$ cat src/rtl/memory_arbiter_pkg.sv
// Shared types for the memory arbiter slice.
//   word_t      : 32-bit bus word
//   ARB_CNT_W   : width of the grant watchdog counter
//   arb_state_t : arbiter FSM states
package memory_arbiter_pkg;

    typedef logic [31:0] word_t;

    localparam int unsigned ARB_CNT_W = 8;

    typedef enum logic [1:0] {
        IDLE,
        DGNT,
        IGNT
    } arb_state_t;

endpackage

$ cat src/rtl/memory_arbiter_if.sv
// caches_if: request/response bundle between the icache/dcache and memory.
//   iREN, iaddr          : instruction fetch request
//   dREN, dWEN, daddr,
//   dstore               : data read/write request
//   iwait, dwait         : low for one cycle when the access completes
//   iload, dload         : load data, valid while the matching wait is low
// Modports: cache (request driver), memory (responder).
interface caches_if;
    import memory_arbiter_pkg::*;

    logic  iREN;
    logic  dREN;
    logic  dWEN;
    word_t iaddr;
    word_t daddr;
    word_t dstore;
    logic  iwait;
    logic  dwait;
    word_t iload;
    word_t dload;

    modport cache (
        output iREN, dREN, dWEN, iaddr, daddr, dstore,
        input  iwait, dwait, iload, dload
    );

    modport memory (
        input  iREN, dREN, dWEN, iaddr, daddr, dstore,
        output iwait, dwait, iload, dload
    );

endinterface

$ cat src/rtl/memory_arbiter_watchdog_counter.sv
// watchdog_counter: saturating cycle counter with a sticky limit flag.
//   clk, rst : clock, synchronous active-high reset
//   clear    : zero the counter (takes priority over enable)
//   enable   : count one cycle
//   flag     : sticky, sets when the counter reaches LIMIT, clears on rst
module watchdog_counter
    import memory_arbiter_pkg::*;
#(
    parameter int unsigned LIMIT = 255
) (
    input  logic clk,
    input  logic rst,
    input  logic clear,
    input  logic enable,
    output logic flag
);

    localparam logic [ARB_CNT_W-1:0] LIMIT_C = ARB_CNT_W'(LIMIT);

    logic [ARB_CNT_W-1:0] count;
    logic [ARB_CNT_W-1:0] count_next;

    always_comb begin
        count_next = count;
        if (clear) begin
            count_next = '0;
        end else if (enable && (count != '1)) begin
            count_next = count + 1'b1;
        end
    end

    // Flag is set from the next count so it rises on the same edge the
    // counter reaches the limit.
    always_ff @(posedge clk) begin
        if (rst) begin
            count <= '0;
            flag  <= 1'b0;
        end else begin
            count <= count_next;
            if (count_next == LIMIT_C) begin
                flag <= 1'b1;
            end
        end
    end

endmodule

$ cat src/rtl/memory_arbiter.sv
// memory_arbiter: arbitrates icache and dcache requests onto one RAM port.
//   CLK, RST   : clock, synchronous active-high reset
//   cif        : caches_if.memory request/response bundle
//   ramREN     : RAM read strobe
//   ramWEN     : RAM write strobe
//   ramaddr    : RAM word address
//   ramstore   : RAM write data
//   ramload    : RAM read data, valid with ram_ready
//   ram_ready  : RAM completes the presented access this cycle
//   ram_err    : sticky flag, a grant waited TIMEOUT cycles
// Data beats instruction unless the previous completed access was data.
module memory_arbiter
    import memory_arbiter_pkg::*;
#(
    parameter int unsigned TIMEOUT = 255
) (
    input  logic     CLK,
    input  logic     RST,
    caches_if.memory cif,
    output logic     ramREN,
    output logic     ramWEN,
    output word_t    ramaddr,
    output word_t    ramstore,
    input  word_t    ramload,
    input  logic     ram_ready,
    output logic     ram_err
);

    arb_state_t state;
    arb_state_t state_next;
    logic       last_d;
    logic       dreq;
    logic       d_done;
    logic       i_done;

    assign dreq   = cif.dREN | cif.dWEN;
    assign d_done = (state == DGNT) && dreq && ram_ready;
    assign i_done = (state == IGNT) && cif.iREN && ram_ready;

    always_ff @(posedge CLK) begin
        if (RST) begin
            state  <= IDLE;
            last_d <= 1'b0;
        end else begin
            state <= state_next;
            if (d_done) begin
                last_d <= 1'b1;
            end else if (i_done) begin
                last_d <= 1'b0;
            end
        end
    end

    always_comb begin
        state_next = state;
        unique case (state)
            IDLE: begin
                if (dreq && !(cif.iREN && last_d)) begin
                    state_next = DGNT;
                end else if (cif.iREN) begin
                    state_next = IGNT;
                end
            end
            DGNT: begin
                if (!dreq || ram_ready) begin
                    state_next = IDLE;
                end
            end
            IGNT: begin
                if (!cif.iREN || ram_ready) begin
                    state_next = IDLE;
                end
            end
            default: state_next = IDLE;
        endcase
    end

    // Completion pulses are masked during reset so a mid-grant reset never
    // shows the cache a wait-low.
    always_comb begin
        ramREN    = 1'b0;
        ramWEN    = 1'b0;
        ramaddr   = '0;
        ramstore  = '0;
        cif.iwait = 1'b1;
        cif.dwait = 1'b1;
        cif.iload = '0;
        cif.dload = '0;
        unique case (state)
            DGNT: begin
                if (dreq) begin
                    ramaddr = cif.daddr;
                    if (cif.dWEN) begin
                        ramWEN   = 1'b1;
                        ramstore = cif.dstore;
                    end else begin
                        ramREN = 1'b1;
                    end
                    if (ram_ready && !RST) begin
                        cif.dwait = 1'b0;
                        cif.dload = cif.dWEN ? '0 : ramload;
                    end
                end
            end
            IGNT: begin
                if (cif.iREN) begin
                    ramREN  = 1'b1;
                    ramaddr = cif.iaddr;
                    if (ram_ready && !RST) begin
                        cif.iwait = 1'b0;
                        cif.iload = ramload;
                    end
                end
            end
            default: ;
        endcase
    end

    watchdog_counter #(
        .LIMIT (TIMEOUT)
    ) u_watchdog (
        .clk    (CLK),
        .rst    (RST),
        .clear  (state == IDLE),
        .enable ((state != IDLE) && !ram_ready),
        .flag   (ram_err)
    );

endmodule

$ cat src/flat_wrapper.sv
// flat-port wrapper written by rule: the top's interface ports become plain ports
module memory_arbiter_flat import memory_arbiter_pkg::*;
#(
    parameter int unsigned TIMEOUT = 255
)
  (CLK, RST, ramREN, ramWEN, ramaddr, ramstore, ramload, ram_ready, ram_err, cif_iREN, cif_dREN, cif_dWEN, cif_iaddr, cif_daddr, cif_dstore, cif_iwait, cif_dwait, cif_iload, cif_dload);
  caches_if cif_i ();
  input  logic CLK;
  input  logic RST;
  output logic ramREN;
  output logic ramWEN;
  output word_t ramaddr;
  output word_t ramstore;
  input  word_t ramload;
  input  logic ram_ready;
  output logic ram_err;
  input wire logic [$bits(cif_i.iREN)-1:0] cif_iREN;
  input wire logic [$bits(cif_i.dREN)-1:0] cif_dREN;
  input wire logic [$bits(cif_i.dWEN)-1:0] cif_dWEN;
  input wire logic [$bits(cif_i.iaddr)-1:0] cif_iaddr;
  input wire logic [$bits(cif_i.daddr)-1:0] cif_daddr;
  input wire logic [$bits(cif_i.dstore)-1:0] cif_dstore;
  output wire logic [$bits(cif_i.iwait)-1:0] cif_iwait;
  output wire logic [$bits(cif_i.dwait)-1:0] cif_dwait;
  output wire logic [$bits(cif_i.iload)-1:0] cif_iload;
  output wire logic [$bits(cif_i.dload)-1:0] cif_dload;
  assign cif_i.iREN = cif_iREN;
  assign cif_i.dREN = cif_dREN;
  assign cif_i.dWEN = cif_dWEN;
  assign cif_i.iaddr = cif_iaddr;
  assign cif_i.daddr = cif_daddr;
  assign cif_i.dstore = cif_dstore;
  assign cif_iwait = cif_i.iwait;
  assign cif_dwait = cif_i.dwait;
  assign cif_iload = cif_i.iload;
  assign cif_dload = cif_i.dload;
  memory_arbiter #(.TIMEOUT(TIMEOUT)) u_core (.CLK(CLK), .RST(RST), .cif(cif_i), .ramREN(ramREN), .ramWEN(ramWEN), .ramaddr(ramaddr), .ramstore(ramstore), .ramload(ramload), .ram_ready(ram_ready), .ram_err(ram_err));
endmodule
$ cat config.mk
export PLATFORM = sky130hd
export DESIGN_NAME = memory_arbiter_flat
export DESIGN_NICKNAME = d
export VERILOG_FILES = /design/src/rtl/memory_arbiter_pkg.sv /design/src/rtl/memory_arbiter_if.sv /design/src/rtl/memory_arbiter_watchdog_counter.sv /design/src/rtl/memory_arbiter.sv /design/src/flat_wrapper.sv
export SDC_FILE = /design/constraint.sdc
export NUM_CORES = 1
export LEC_CHECK = 0
export ABC_CLOCK_PERIOD_IN_PS = 2100
export CAP_MARGIN = 20
export CORE_AREA = 2 2 105 107
export DETAILED_ROUTE_END_ITERATION = 8
export DIE_AREA = 0 0 107 109
export HOLD_SLACK_MARGIN = 0.1
export SLEW_MARGIN = 10
export SYNTH_ARGS = -nofsm -noshare
export SYNTH_HDL_FRONTEND = slang
export SYNTH_SLANG_ARGS = --single-unit
$ cat constraint.sdc
create_clock -name CLK -period 2.1 [get_ports CLK]
set_input_delay 0.21 -clock CLK [delete_from_list [all_inputs] [get_ports CLK]]
set_output_delay 0.21 -clock CLK [all_outputs]
set_load 0.05 [all_outputs]
* Word level (Yosys, flattened, before mapping)
Cells that the tools add are included.
** Storage, ports and cells
- Input bits :: 134
- Word-level logic and storage cells :: 67
- Output and inout port bits :: 133
- Bits in registers :: 12
** Cells by class
- Reduce and logical (&&, ||, !) cells :: 20
- Bitwise operators :: 1
- Eq/ne operators :: 7
- Mux-type cells :: 34
- $add $sub $neg :: 1
** Operator list (number)
- $mux 32 :: 12
- $pmux 32 s2 :: 1
- $mux 8 :: 2
- $mux 1 :: 13
- $logic_and 1x1->1 :: 9
- $add 8x1->8 const B :: 1
- $eq 8x8->1 const B :: 1
- $mux 2 :: 4
- $ne 8x8->1 const B :: 1
- $pmux 2 s3 :: 1
- $logic_not 1->1 :: 5
- $ne 2x2->1 const B :: 2
- $reduce_bool 2->1 :: 2
- $ne 3x2->1 const B :: 1
- $reduce_and 3->1 :: 1
- $eq 2x1->1 const B :: 1
- $eq 2x2->1 const B :: 1
- $logic_not 2->1 :: 1
- $logic_or 1x1->1 :: 2
- $pmux 1 s2 :: 1
- $or 1x1->1 :: 1

* Depth between registers and ports, before layout
Gate-level depths: netlist of the first run.
- Depth in word-level cells :: 6
- Gate-level depth with buffers :: 8
- Mapped depth without buffers :: 7

* By module
A second synthesis of the first run with hierarchy kept.
** Second synthesis, totals
- Cell total of the unflattened synthesis :: 279
- Area, all modules :: 1989.4 um2
** Modules (own cells, without submodules)
- memory_arbiter :: cells each 221, times used 1, seq. area each 60.1 um2, area each 1447.6 um2
- watchdog_counter :: cells each 58, times used 1, seq. area each 180.2 um2, area each 541.8 um2

* Least setup slack after synthesis of the first run
No wires, ideal clock.
- Path kind :: reg-to-output
- Start point :: reg u_core.state[1]
- End point :: out ramaddr[10]
- Arrival :: 1.942 ns
- Required time :: 1.890 ns
- Stages on the path, launching flop included :: 8
- Setup slack :: -0.052 ns
- Path buffers :: 2
- Path through :: dfxtp_1 -> inv_1 -> ha_1 -> o21a_1 -> buf_6 -> clkbuf_1 -> a22oi_1 -> nor2b_1
** Between the ends
- Cells in the longest elaborated chain, start to end :: 2
- Elaborated cells between the ends (all ways) :: 3
- Those cells by class :: eq/ne: 2; mux: 1
** RTL lines
- from (decl) :: line memory_arbiter.sv:29 : arb_state_t state;
- from (signal assigned) :: line memory_arbiter.sv:45 : state <= state_next;
- $eq 2x2->1 or $eq 2x1->1 (tied branches) :: line memory_arbiter.sv:89 : unique case (state)
- $pmux 32 s2 (*) :: line memory_arbiter.sv:89
- to (decl) :: line flat_wrapper.sv:12 : output word_t ramaddr;
Every way passes the cells marked *; elsewhere a longest branch is shown, timed or not.

* Worst setup path after layout of the first run
- Start point :: reg u_core.state[1]
- End point :: out ramaddr[27]
The elaborated chain is that of the path after synthesis.

==> results of run 1 <==
[timing repair]
item | CTS | global route
hold buffers | 0 | 0
hold endpoints to repair | 0 | 0
endpoints found under the setup margin | 0 | 6
resized for setup | 0 | 2
[sequential cells by signal (all words and copies together), names as in the netlist]
| name | cells |
|---|---|
| u_core.u_watchdog.count | 8 |
| u_core.u_watchdog.flag | 1 |
| u_core.state | 2 |
| u_core.last_d | 1 |
[cell usage in the layout (no fill, tap or decap), types with 3 or more instances in the layout]
cell type	instances
sky130_fd_sc_hd__clkbuf_8	4
sky130_fd_sc_hd__and3_1	32
sky130_fd_sc_hd__nand3_1	3
sky130_fd_sc_hd__inv_1	5
sky130_fd_sc_hd__nor2b_1	7
sky130_fd_sc_hd__nor3_1	3
sky130_fd_sc_hd__nor2b_2	28
sky130_fd_sc_hd__nand2_1	8
sky130_fd_sc_hd__dfxtp_1	12
sky130_fd_sc_hd__buf_4	7
sky130_fd_sc_hd__ha_1	4
sky130_fd_sc_hd__nor2_1	10
sky130_fd_sc_hd__clkdlybuf4s50_1	134
sky130_fd_sc_hd__o21ai_0	5
sky130_fd_sc_hd__and2_1	66
sky130_fd_sc_hd__mux2i_1	3
sky130_fd_sc_hd__buf_12	134
sky130_fd_sc_hd__a21oi_1	4
sky130_fd_sc_hd__a22oi_1	33
[worst max path at each step]
| stage | from | to | slack (ns) |
|---|---|---|---|
| finish | u_core.state[1] | ramaddr[27] | 0.12 |
| global route | u_core.state[1] | ramaddr[27] | 0.02 |
| CTS | u_core.state[1] | ramaddr[27] | 0.03 |
| detailed placement | cif_dREN | ramaddr[27] | 0.19 |
| global placement | RST | cif_dload[15] | 0.20 |
| floorplan | u_core.state[1] | ramREN | 0.02 |
[through the flow]
stage | setup WS, ns | hold slack, ns | utilization (%)
after global placement | 0.201 | 0.477 | 57.6
after CTS | 0.0331 | 0.504 | 58.1
after global routing | 0.0162 | 0.533 | 58.1
final | 0.117 | 0.492 | 58.1
after floorplan | 0.0228 | 0.279 | -
after detailed placement | 0.188 | 0.491 | 57.6
[metal layers]
layer | wire length [um] | GRT usage (%)
met2 | 6120 | 34.0
met3 | 576 | 3.29
met4 | 231 | 3.99
met5 | 0 | 0
met1 | 3650 | 18.6
[cell families (layout without fill, tap and decap cells)]
kind of cell / count (synthesis) / count (layout) / synth area share, %
AOI/OAI and AO/OA: 50 / 50 / 19.4
xor gates and xnor gates: 2 / 2 / 0.919
adders and majority gates: 4 / 4 / 2.62
buffers and inverters: 31 / 284 / 7.55
DFF: 12 / 12 / 12.6
muxes: 3 / 3 / 1.57
and+or+nand+nor: 174 / 174 / 55.4
[worst max-delay path: cells and delay by family, from the launching register on]
family	cells	cell delay [ns]
AO/OA/AOI/OAI	2	0.31
adder cells (fa/ha/maj)	1	0.19
buffers and inverters	3	0.45
flip-flops	1	0.33
AND/OR/NAND/NOR	1	0.24
[final cells by class]
class                           count  area (um2)  share of cell area [%]
Inverter                            5        18.8                   0.305
Timing Repair Buffer              275        4080                    66.2
Tap cell                          140         175                    2.84
Clock buffer                        4        55.1                   0.893
Multi-Input combinational cell    233        1600                    25.9
Sequential cell                    12         240                    3.90
[power by group through the flow]
stage	Sequential, mW	Combinational (mW)	Clock, mW
after detailed placement	0.247	1.20	0
after global routing	0.243	1.25	0.271
after floorplan	0.245	0.534	0
after global placement	0.246	1.18	0
final	0.243	1.19	0.256
after CTS	0.242	1.20	0.261
==> results.toml, run 1 <==
[yosys]
syn_area_um2 = 1910
synthesis.instances = 276
synth_edf_count = 0
yosys.cell_count.top_type = "sky130_fd_sc_hd__and2_1"
mean_instance_size_in_the_synthesized_netlist_um2 = 6.91
yosys_register_bits = 12
synth.area.top_cells = "sky130_fd_sc_hd__and2_1 22%, sky130_fd_sc_hd__a22oi_1 13%, sky130_fd_sc_hd__dfxtp_1 13%"
synth-async-reset-ratio_pct = 0
postSynthNetCount = 414
ys.flop_type = "sky130_fd_sc_hd__dfxtp_1"
sequential_fraction_of_the_synthesis_area_pct = 12.6
synth_largest_area_cell = "sky130_fd_sc_hd__and2_1"
netlist.area_leader.share_pct = 21.7
synth_commonest_cells = "66 x sky130_fd_sc_hd__and2_1, 35 x sky130_fd_sc_hd__nor2b_1, 33 x sky130_fd_sc_hd__a22oi_1"
ys_warn_count = 0
ys_types = 40

[global_route]
number_of_antenna_violations_at_the_first_check_in_global_routing = 0
gr-usage-all-layers_pct = 17.1
maximum_number_of_pins_on_one_net_before_global_route_repair = 35
grt_pass1_vias = 3020
grt-ovfl-total = 0
grt_pass1_wl_um = 15900

[timing]
max_slew_margin_pct = 67.3
maxClockFrequency_ghz = 0.504
layout_min_cycle_time_ns = 1.98
tightest_slew_ns = 0.488
setup_tns_final_ns = 0
timing.final.max_slew_violations = 0
worst_clock_skew_ns = 0.00218
timing.final.setup_violations = 0
unrepaired_setup_endpoints_after_global_routing = "false"
final_count_of_hold_timing_violations = 0
final_min_period_over_clock_period_pct = 94.4

[clock_tree]
numClockSinks = 12
post_cts_buffers = 0
ctsRootBufferMaster = "sky130_fd_sc_hd__clkbuf_8"
clk-insertion-delay-late_ns = 0.24
cts.htree.levels = 1
cts_buffer_depth = 2
cts_made_buffers = 3
tritoncts_clock_tree = "built"
path_clk_slew_ns = 0.05

[detailed_routing]
drc_errors = 0
via_per_inst = 4.41
first_iter_violations = 76
via_count = 2949
ant_nets = 0
drt-wirelength-per-cell_um = 15.8
drt_pass1_iterations = 4
routed_wl_um = 10600

[setup_path]
timing.reg2reg.setup_slack_ns = 0.33
regToRegStartpoint = "u_core.state[0]"
critical_path.reg2reg.endpoint = "u_core.state[0]"
cp_data_arrival_time_ns = 1.77
worstPathCellList = "inv_1 > ha_1 > o21a_2 > buf_12 > a22oi_1 > nor2b_1 > buf_12"
path_common_cell = "sky130_fd_sc_hd__buf_12"
r2r_cells = 8
criticalPathCategory = "register to output port"
timing.critical_path.slowest_cell_delay_ns = 0.33
end_kind = "output port"
worst_path_max_delay_cell = "sky130_fd_sc_hd__dfxtp_1"
cp_max_fo = 32
worstPathRequired_ns = 1.89
start_kind = "register"

[placement]
placer_congestion_estimate = 0.833
dp.final_hpwl_um = 9080
dp.cells = 665
numPortBuffers = 266
dpl_cell_area_um2 = 6100

[finish]
final_std_cell_area_no_fill_um2 = 6160
layout.filler_cells = 909
synthToLayoutAreaGrowth_pct = 223
antennaDiodeCount = 0
final_cells = 669
fraction_of_final_layout_cells_sized_beyond_drive_strength_1_pct = 34.6
nets = 668

[pwr]
power_frac_seq_pct = 14.4
finalPower_mw = 1.69
cellPowerDensity_nw_per_um2 = 274
power.share.switching_pct = 38.3
switchingPower_mw = 0.648
clkPwrFrac_pct = 15.2
p_int_mw = 1.04
power.leakage_nw = 2.47
pwr-share-comb_pct = 70.5
peakVddDrop_mv = 0.225

[worst_hold_path]
min_path_type = "register to register"
worst_hold_startpoint = "u_core.u_watchdog.flag"
worst_hold_path.num_cells = 1
hold_end = "u_core.u_watchdog.flag"

[floorplanning]
core_area_um2 = 10600
die_h_um = 109
die-area_um2 = 11700
core.rowCount = 38
floorplan.io_pins = 267
die_width_um = 107
initial_core_utilization_pct = 18.0

[outcome]
result_of_the_run = "complete, no violations"

[job]
drv_cap = 0
(Power assumes the default switching activity.)
==> run 2: changes to the inputs <==
==> constraint.sdc (replaced) <==
create_clock -name CLK -period 2.1 [get_ports CLK]
set_input_delay 0.21 -clock CLK [delete_from_list [all_inputs] [get_ports CLK]]
set_output_delay 0.21 -clock CLK [all_outputs]
set_load 0.01 [all_outputs]
==> run 2 against run 1 <==
Clock skew fell by 0.00076 ns; via count decreased by 0.85%; first-iteration DRC count increased by 13%; sequential power is essentially flat; maximum frequency down 2.2%.
==> results.toml, run 2 (same netlist as run 1, synthesis figures left out) <==
[outcome]
result_of_the_run = "complete, no violations"

[pwr]
peakVddDrop_mv = 0.216
cellPowerDensity_nw_per_um2 = 263
power.leakage_nw = 2.35

[finish]
synthToLayoutAreaGrowth_pct = 152
nets = 677
post-route-util_pct = 45.4
register_containing_the_most_flip_flops_in_the_final_layout = "u_core.u_watchdog.count"
antennaDiodeCount = 0
largest_registers = "u_core.u_watchdog.count: 8 flops, u_core.state: 2 flops"
largest_register_ffs = 8
fraction_of_final_layout_cells_sized_beyond_drive_strength_1_pct = 7.99
final_cells = 678
layout_common_cells = "167 x sky130_fd_sc_hd__clkdlybuf4s50_1, 92 x sky130_fd_sc_hd__dlygate4sd2_1, 66 x sky130_fd_sc_hd__and2_1"
final_common_cell = "sky130_fd_sc_hd__clkdlybuf4s50_1"

[setup_path]
start_kind = "input port"
worstPathRequired_ns = 1.89
cp_data_arrival_time_ns = 1.82
setup.worst_path.start = "cif_dWEN"
cp_max_fo = 33
regToRegStartpoint = "u_core.state[1]"
end_kind = "output port"
criticalPathCategory = "input port to output port"
critical_path.reg2reg.endpoint = "u_core.state[0]"
timing.reg2reg.setup_slack_ns = 0.22
r2r_cells = 10

[detailed_routing]
wl_met1_um = 4190
met2RoutedLength_um = 5590
first_iter_violations = 86
route.top_layer_used = "met4"
ant_nets = 0
via_per_inst = 4.31
drt_pass1_iterations = 4
via_count = 2924
routed_wl_um = 10700
met3_length_um = 763
drc_errors = 0
drt-wirelength-per-cell_um = 15.7

[floorplanning]
die_h_um = 109
die-area_um2 = 11700
floorplan.io_pins = 267
core.rowCount = 38
initial_core_utilization_pct = 18.0
die_width_um = 107
core_area_um2 = 10600

[clock_tree]
ctsRootBufferMaster = "sky130_fd_sc_hd__clkbuf_8"
cts.htree.levels = 1
cts.hold.buffers_added = 0
path_clk_slew_ns = 0.05
cts_buffer_depth = 2
numClockSinks = 12
clk-insertion-delay-late_ns = 0.24
tritoncts_clock_tree = "built"
cts_made_buffers = 3

[global_route]
maximum_number_of_pins_on_one_net_before_global_route_repair = 34
number_of_antenna_violations_at_the_first_check_in_global_routing = 0
grt_pass1_vias = 2858
gr-usage-all-layers_pct = 16.4
grt_pass1_wl_um = 15300
grt-ovfl-total = 0

[job]
drv_cap = 0

[timing]
max_slew_margin_pct = 79.7
timing.final.setup_violations = 0
worst_clock_skew_ns = 0.00143
timing.final.ws_setup_ns = 0.0734
tightest_slew_ns = 0.302
maxClockFrequency_ghz = 0.493
final_min_period_over_clock_period_pct = 96.5
final_count_of_hold_timing_violations = 0
layout_min_cycle_time_ns = 2.03
timing.final.max_slew_violations = 0

[placement]
dp.cells = 672
dp.final_hpwl_um = 8840
placer_congestion_estimate = 0.828
numPortBuffers = 266
post-place-ws_ns = -0.156

[worst_hold_path]
worst_hold_startpoint = "u_core.u_watchdog.flag"
worst_hold_path.num_cells = 1
hold_end = "u_core.u_watchdog.flag"
min_path_type = "register to register"
## run 2: worst max-delay path by stage
stage          slack (ns)            end  depth (start not counted)
2_1_floorplan        0.46    ramaddr[10]                          7
3_3_place_gp        -0.15   cif_dload[3]                          6
3_5_place_dp        -0.16  cif_dload[16]                          6
4_1_cts              0.01   ramstore[14]                          5
5_1_grt            -0.004   ramstore[14]                          4
6_report             0.07   ramstore[14]                          4
## run 2: layout make-up
class                   count  area (um2)
multi-input cells         233        1570
clock buffers               4        55.1
flip-flops and latches     12         245
fillers                  1055        5790
well taps                 140         175
inverters                   5        18.8
repair buffers            284        2740
## run 2: what timing repair did
action,CTS,global route
setup buffers,1,0
gates resized for setup,100,21
pin swaps,1,1
setup endpoints to repair,97,57
cloned,0,1
## run 2: worst max-delay path, cell delays in order
cell and delay, ns:
sky130_fd_sc_hd__clkdlybuf4s50_1 0.54, sky130_fd_sc_hd__buf_4 0.28, sky130_fd_sc_hd__and3_1 0.23, sky130_fd_sc_hd__clkdlybuf4s50_1 0.55
## run 2: per-layer routing
metal | vias up | GRT usage (%)
li1 | 1478 | -
met1 | 1333 | 19.9
met2 | 103 | 29.6
met3 | 10 | 4.90
met4 | 0 | 1.58
met5 | - | 0
## run 2: stage by stage
stage	hold slack [ns]	setup TNS (ns)	total power [mW]	instance area [um2]
floorplan	0.279	0	0.530	1910
global placement	0.459	-7.22	1.02	4790
detailed placement	0.469	-7.80	1.02	4790
CTS	0.482	0	1.26	4740
global route	0.522	-0.00421	1.34	4810
finish	0.474	0	1.26	4810
## run 2: where the power goes
| part | leakage, nW | total, mW | switching (mW) | internal [mW] |
|---|---|---|---|---|
| clock | 0.0288 | 0.253 | 0.0876 | 0.166 |
| combinational | 2.22 | 0.766 | 0.292 | 0.474 |
| sequential | 0.0982 | 0.245 | 0.00809 | 0.237 |
==> patch 1 (config.mk and constraints of run 1) <==
`TIMEOUT` is set to 255 in 2 places; all go to 127.
--- a/src/rtl/memory_arbiter.sv
+++ b/src/rtl/memory_arbiter.sv
@@ -14,3 +14,3 @@
 #(
-    parameter int unsigned TIMEOUT = 255
+    parameter int unsigned TIMEOUT = 127
 ) (
--- a/src/flat_wrapper.sv
+++ b/src/flat_wrapper.sv
@@ -3,3 +3,3 @@
 #(
-    parameter int unsigned TIMEOUT = 255
+    parameter int unsigned TIMEOUT = 127
 )
Formal check against the unedited RTL: no difference found for any inputs over 10 cycles, from zero or initial values and one cycle with RST high; that may be too few to reach the edited logic, so the function may still have changed.
==> patch 1 against run 1 <==
  * Power is 3.2% lower
  * Utilization is 0.44 points lower
  * Count of clock-buffer cells in the layout is 1 lower
  * Area after synthesis is 0.39% higher
  * Clock skew up 0.0067 ns
  * Sequential cell count unchanged
  * Worst setup slack got worse by 0.054 ns
  * Register-to-register slack improved by 0.05 ns
  * Final area decreased by 0.75%
  * Routed wire length decreased by 0.69%
  * Critical path type unchanged
  * Critical endpoint is now ramaddr[21]
  * Highest routed layer unchanged
==> patch 1: results (changes against run 1) <==
* Status: finished clean
* Ratio of cells with drive above 1 in the final layout at 0.3043 (-0.04159)
* Wire per inst at 15.70 um (-0.69%)
* Synth Warn # at 0 (unchanged)
* WP data arrival at 1.83 ns (+0.06 ns)
* Worst slew pin tran at 0.5064 ns (+0.01814 ns)
* Worst Path Buf+Inv at 3 (unchanged)
* Top cells by area, synth: and2_1 (22%), a22oi_1 (13%), dfxtp_1 (13%), nor2b_1 (12%), and3_1 (10%)
* Fill count at 895 (-1.5%)
* GR Util met2 at 0.3207 (-0.01956)
* Average vias per placed instance at 4.465 (+1.3%)
* GP Congestion at 0.8357 (+0.38%)
* Fin. max-slew vios at 0 (unchanged)
* Gr usage total at 0.1664 (-0.004943)
* Worst Hold Depth at 2 (+1)
* Reg2reg start: u_core.state[1]
* Hold_sp: u_core.state[0]
* Asr flop ratio synth at 0 (unchanged)
* Net count after synthesis at 414 (unchanged)
* Met2 routed WL at 5661 um (-7.5%)
* Detail Placement HPWL at 8869 um (-2.3%)
* GRT met1 Usage at 0.1680 (-0.01772)
* Synth unique cells at 38 (-5.0%)
* Largest net degree at the start of global routing at 36 (+2.9%)
* GR Util met3 at 0.06097 (+0.02809)
* Clk_skew at 0.008876 ns (+0.006694 ns)
* Worst VDD drop at 210.2 uV (-6.6%)
* Sequential share of the synthesized area at 0.1255 (-0.0004941)
* Wire length on met3 at 1140 um (+98%)
* Initial DRC count at 106 (+39%)
* Fin nets at 669 (+0.15%)
* WL met1 at 3530 um (-3.2%)
* Leakage power at 2.464 nW (-0.20%)
* Cell Area, Placed at 6050 um^2 (-0.88%)
* Post-synth top cells: and2_1 (66), nor2b_1 (36), a22oi_1 (33), and3_1 (32), clkbuf_1 (15)
* Vias in the first global route at 3,049 (+0.96%)
* Switch share at 0.3914 (+0.008201)
* Clock buffer count from CTS at 3 (unchanged)
* First-pass GRT wire length at 15,690 um (-1.5%)
* CP max FO at 35 (+9.4%)
patch 1: changes by cell type after synthesis, sizes merged:
| cell | change |
|---|---|
| nand2b | +1 |
| clkbuf | -4 |
| a41o | +1 |
| nand2 | -1 |
| nand3b | +1 |
| nand3 | -1 |
| a32o | -1 |
| buf | +4 |
| nor2b | +1 |
| inv | -1 |
| nor3 | +1 |
| nor4 | -1 |
patch 1: kinds of logic after synthesis:
kind of cell    synth area share
fa+ha+maj                0.02614
flops                     0.1255
mux                      0.01569
buf+inv                  0.07254
compound gates            0.1928
xor+xnor                0.009152
simple gates              0.5582
patch 1: power by group through the flow:
stage	Combinational, mW	Clock (mW)	Sequential, mW
3_3_place_gp	1.17	0	0.247
6_report	1.18	0.212	0.242
3_5_place_dp	1.18	0	0.247
4_1_cts	1.18	0.215	0.242
5_1_grt	1.24	0.222	0.244
2_1_floorplan	0.513	0	0.245
patch 1: metrics by stage:
stage / instances / utilization / worst slack [ns] / hold slack (ns)
2_1_floorplan: 276 / - / 0.02283 / 0.2791
3_3_place_gp: 666 / 0.5706 / 0.1953 / 0.4839
3_5_place_dp: 666 / 0.5706 / 0.1723 / 0.4915
4_1_cts: 669 / 0.5745 / 0.06158 / 0.4961
5_1_grt: 669 / 0.5768 / 0.003062 / 0.5522
6_report: 669 / 0.5768 / 0.06314 / 0.4959
patch 1: final timing paths:
check | endpoint | slack (ns)
setup reg to reg | u_core.state[0] | 0.38
hold reg to reg | u_core.state[0] | 0.50
hold / removal | u_core.state[0] | 0.50
setup / recovery | ramaddr[21] | 0.06
patch 1: area by class of cell:
class / count / share of cell area
Inverter: 4 / 0.002455
Tap cell: 140 / 0.02864
Multi-Input combinational cell: 234 / 0.2551
Timing Repair Buffer: 276 / 0.6678
Clock buffer: 3 / 0.006751
Sequential cell: 12 / 0.03928
==> patch 2 (settings of run 1) <==
Made on the original files. Encoding of `arb_state_t`: now one-hot (3 bits for 3 states).
--- a/src/rtl/memory_arbiter_pkg.sv
+++ b/src/rtl/memory_arbiter_pkg.sv
@@ -10,6 +10,6 @@
 
-    typedef enum logic [1:0] {
-        IDLE,
-        DGNT,
-        IGNT
+    typedef enum logic [2:0] {
+        IDLE = 3'b001,
+        DGNT = 3'b010,
+        IGNT = 3'b100
     } arb_state_t;
Check against the original RTL: no difference found for any inputs over 10 cycles, from zero or initial values and one cycle with RST high; not proved beyond that.
==> patch 2 against run 1 <==
  * Critical path type unchanged
  * Highest routed layer unchanged
  * Global-route usage rose by 0.35 points
  * Combinational power fell by 42%
  * Worst hold slack got worse by 0.013 ns
  * Sequential power rose by 12%
  * Routed wire length rose by 4.2%
  * Final area fell by 2.5%
  * Power fell by 30%
  * Worst setup slack improved by 0.024 ns
  * Via count rose by 1.6%
  * Sequential cell count rose by 1
  * Area after synthesis fell by 4.1%
==> patch 2: results (changes against run 1) <==
* Status: finished clean
* Largest net degree at the start of global routing at 67 (+91%)
* Ratio of cells with drive above 1 in the final layout at 0.3194 (-0.02657)
* Initial DRC count at 125 (+64%)
* Net count after synthesis at 387 (-6.5%)
* GR Util met3 at 0.06515 (+0.03228)
* Wire length on met3 at 1263 um (+120%)
* Wire per inst at 17.20 um (+8.7%)
* Drt pass-1 iters at 4 (unchanged)
* Top cells by area, synth: and3_1 (33%), a22o_1 (15%), dfxtp_1 (14%), clkbuf_1 (3.5%), buf_2 (2.7%)
* R2r worst-path depth at 6 (-2)
* Xor and xnor area share after synthesis at 0.01916 (+0.009979)
* Synth Area in Adders at 0.006845 (-0.01940)
* Post-synthesis compound-gate area fraction at 0.2327 (+0.03915)
* Proportion of synthesized area in mux cells at 0.01643 (+0.0006791)
* Primary FF master, synth: dfxtp_1
* Synth Register Bits at 13 (+1)
* H-tree Lvls at 1 (unchanged)
* GR Util met2 at 0.3367 (-0.003640)
* WL met1 at 3873 um (+6.2%)
* Leakage power at 2.634 nW (+6.7%)
* GRT met1 Usage at 0.1780 (-0.007671)
* DR vias at 2,996 (+1.6%)
* Detail Placement HPWL at 9357 um (+3.0%)
* Root Buffer: clkbuf_8
* Clk_skew at 0.001097 ns (-0.001085 ns)
* Top Metal Used: met4
* Gr usage total at 0.1748 (+0.003475)
* Biggest register: u_core.u_watchdog.count
* CP max FO at 36 (+13%)
* Reg-to-reg setup timing slack at 0.28 ns (-0.05 ns)
* Largest registers: u_core.u_watchdog.count x8, u_core.state x3
* Post-synth top cells: and3_1 (97), a22o_1 (32), clkbuf_1 (17), dfxtp_1 (13), nand2_1 (13)
* PostCTS Resize Cnt at 0 (unchanged)
* Hold_sp: u_core.u_watchdog.flag
* Worst-path clk slew at 0.05 ns (about the same)
* Setup TNS at 0 ns (unchanged)
* Worst slew pin tran at 0.5014 ns (+0.01309 ns)
* Reg-to-Reg End: u_core.u_watchdog.flag
* Reg2reg start: u_core.u_watchdog.count[0]
* Fin nets at 637 (-4.6%)
* Synth unique cells at 45 (+13%)
* Met2 routed WL at 5680 um (-7.2%)
* WP data arrival at 1.75 ns (-0.02 ns)
* Worst Hold Depth at 1 (unchanged)
* Clock buffer count from CTS at 3 (unchanged)
* Synth Warn # at 0 (unchanged)
* Count of input and output buffers at 266 (unchanged)
* Asr flop ratio synth at 0 (unchanged)
* First-pass GRT wire length at 16,140 um (+1.3%)
* GP Congestion at 0.8825 (+6.0%)
* Worst VDD drop at 202.8 uV (-9.9%)
* Deepest clock path buffer count at 2 (unchanged)
* Sequential share of the synthesized area at 0.1424 (+0.01638)
* Hold EP: u_core.u_watchdog.flag
patch 2: where the power goes:
| group | internal (mW) | leakage [nW] | switching (mW) |
|---|---|---|---|
| Combinational | 0.402 | 2.51 | 0.285 |
| Clock | 0.135 | 0.0228 | 0.0942 |
| Sequential | 0.256 | 0.106 | 0.0142 |
patch 2: cell families after synthesis:
| family | count (synthesis) |
|---|---|
| buffers and inverters | 34 |
| muxes | 3 |
| DFF | 13 |
| and+or+nand+nor | 148 |
| xor gates and xnor gates | 4 |
| AOI/OAI and AO/OA | 49 |
| adders and majority gates | 1 |
patch 2: per-stage QoR:
stage          cell area, um^2  worst slack, ns  cells  hold WS [ns]  power, mW
2_1_floorplan             1828           0.3214    252        0.2824     0.5130
3_3_place_gp              5959           0.1665    637        0.4697     0.9550
3_5_place_dp              5959           0.1550    637        0.4686     0.9647
4_1_cts                   6005          0.02581    641        0.4810      1.195
5_1_grt                   6007          0.02393    641        0.5229      1.244
6_report                  6007           0.1413    641        0.4797      1.187
patch 2: worst max-delay path by stage:
stage,end,start,slack [ns]
floorplan,cif_dload[10],u_core.state[1],0.32
global placement,ramaddr[30],cif_iREN,0.17
detailed placement,ramaddr[24],cif_dWEN,0.15
CTS,ramaddr[25],u_core.state[1],0.03
global route,ramaddr[25],u_core.state[0],0.02
finish,ramaddr[17],u_core.state[0],0.14
patch 2: final cells by class:
cell class	count	area (um^2)
Timing Repair Buffer	276	4096
Inverter	3	11.26
Clock buffer	4	45.04
Multi-Input combinational cell	205	1418
Tap cell	140	175.2
Fill cell	890	4596
Sequential cell	13	261.5
patch 2: critical path: stages, from the launching register on:
cell	delay, ns
dfxtp_1	0.36
nor3b_4	0.26
and2_4	0.42
a22o_1	0.28
buf_12	0.15
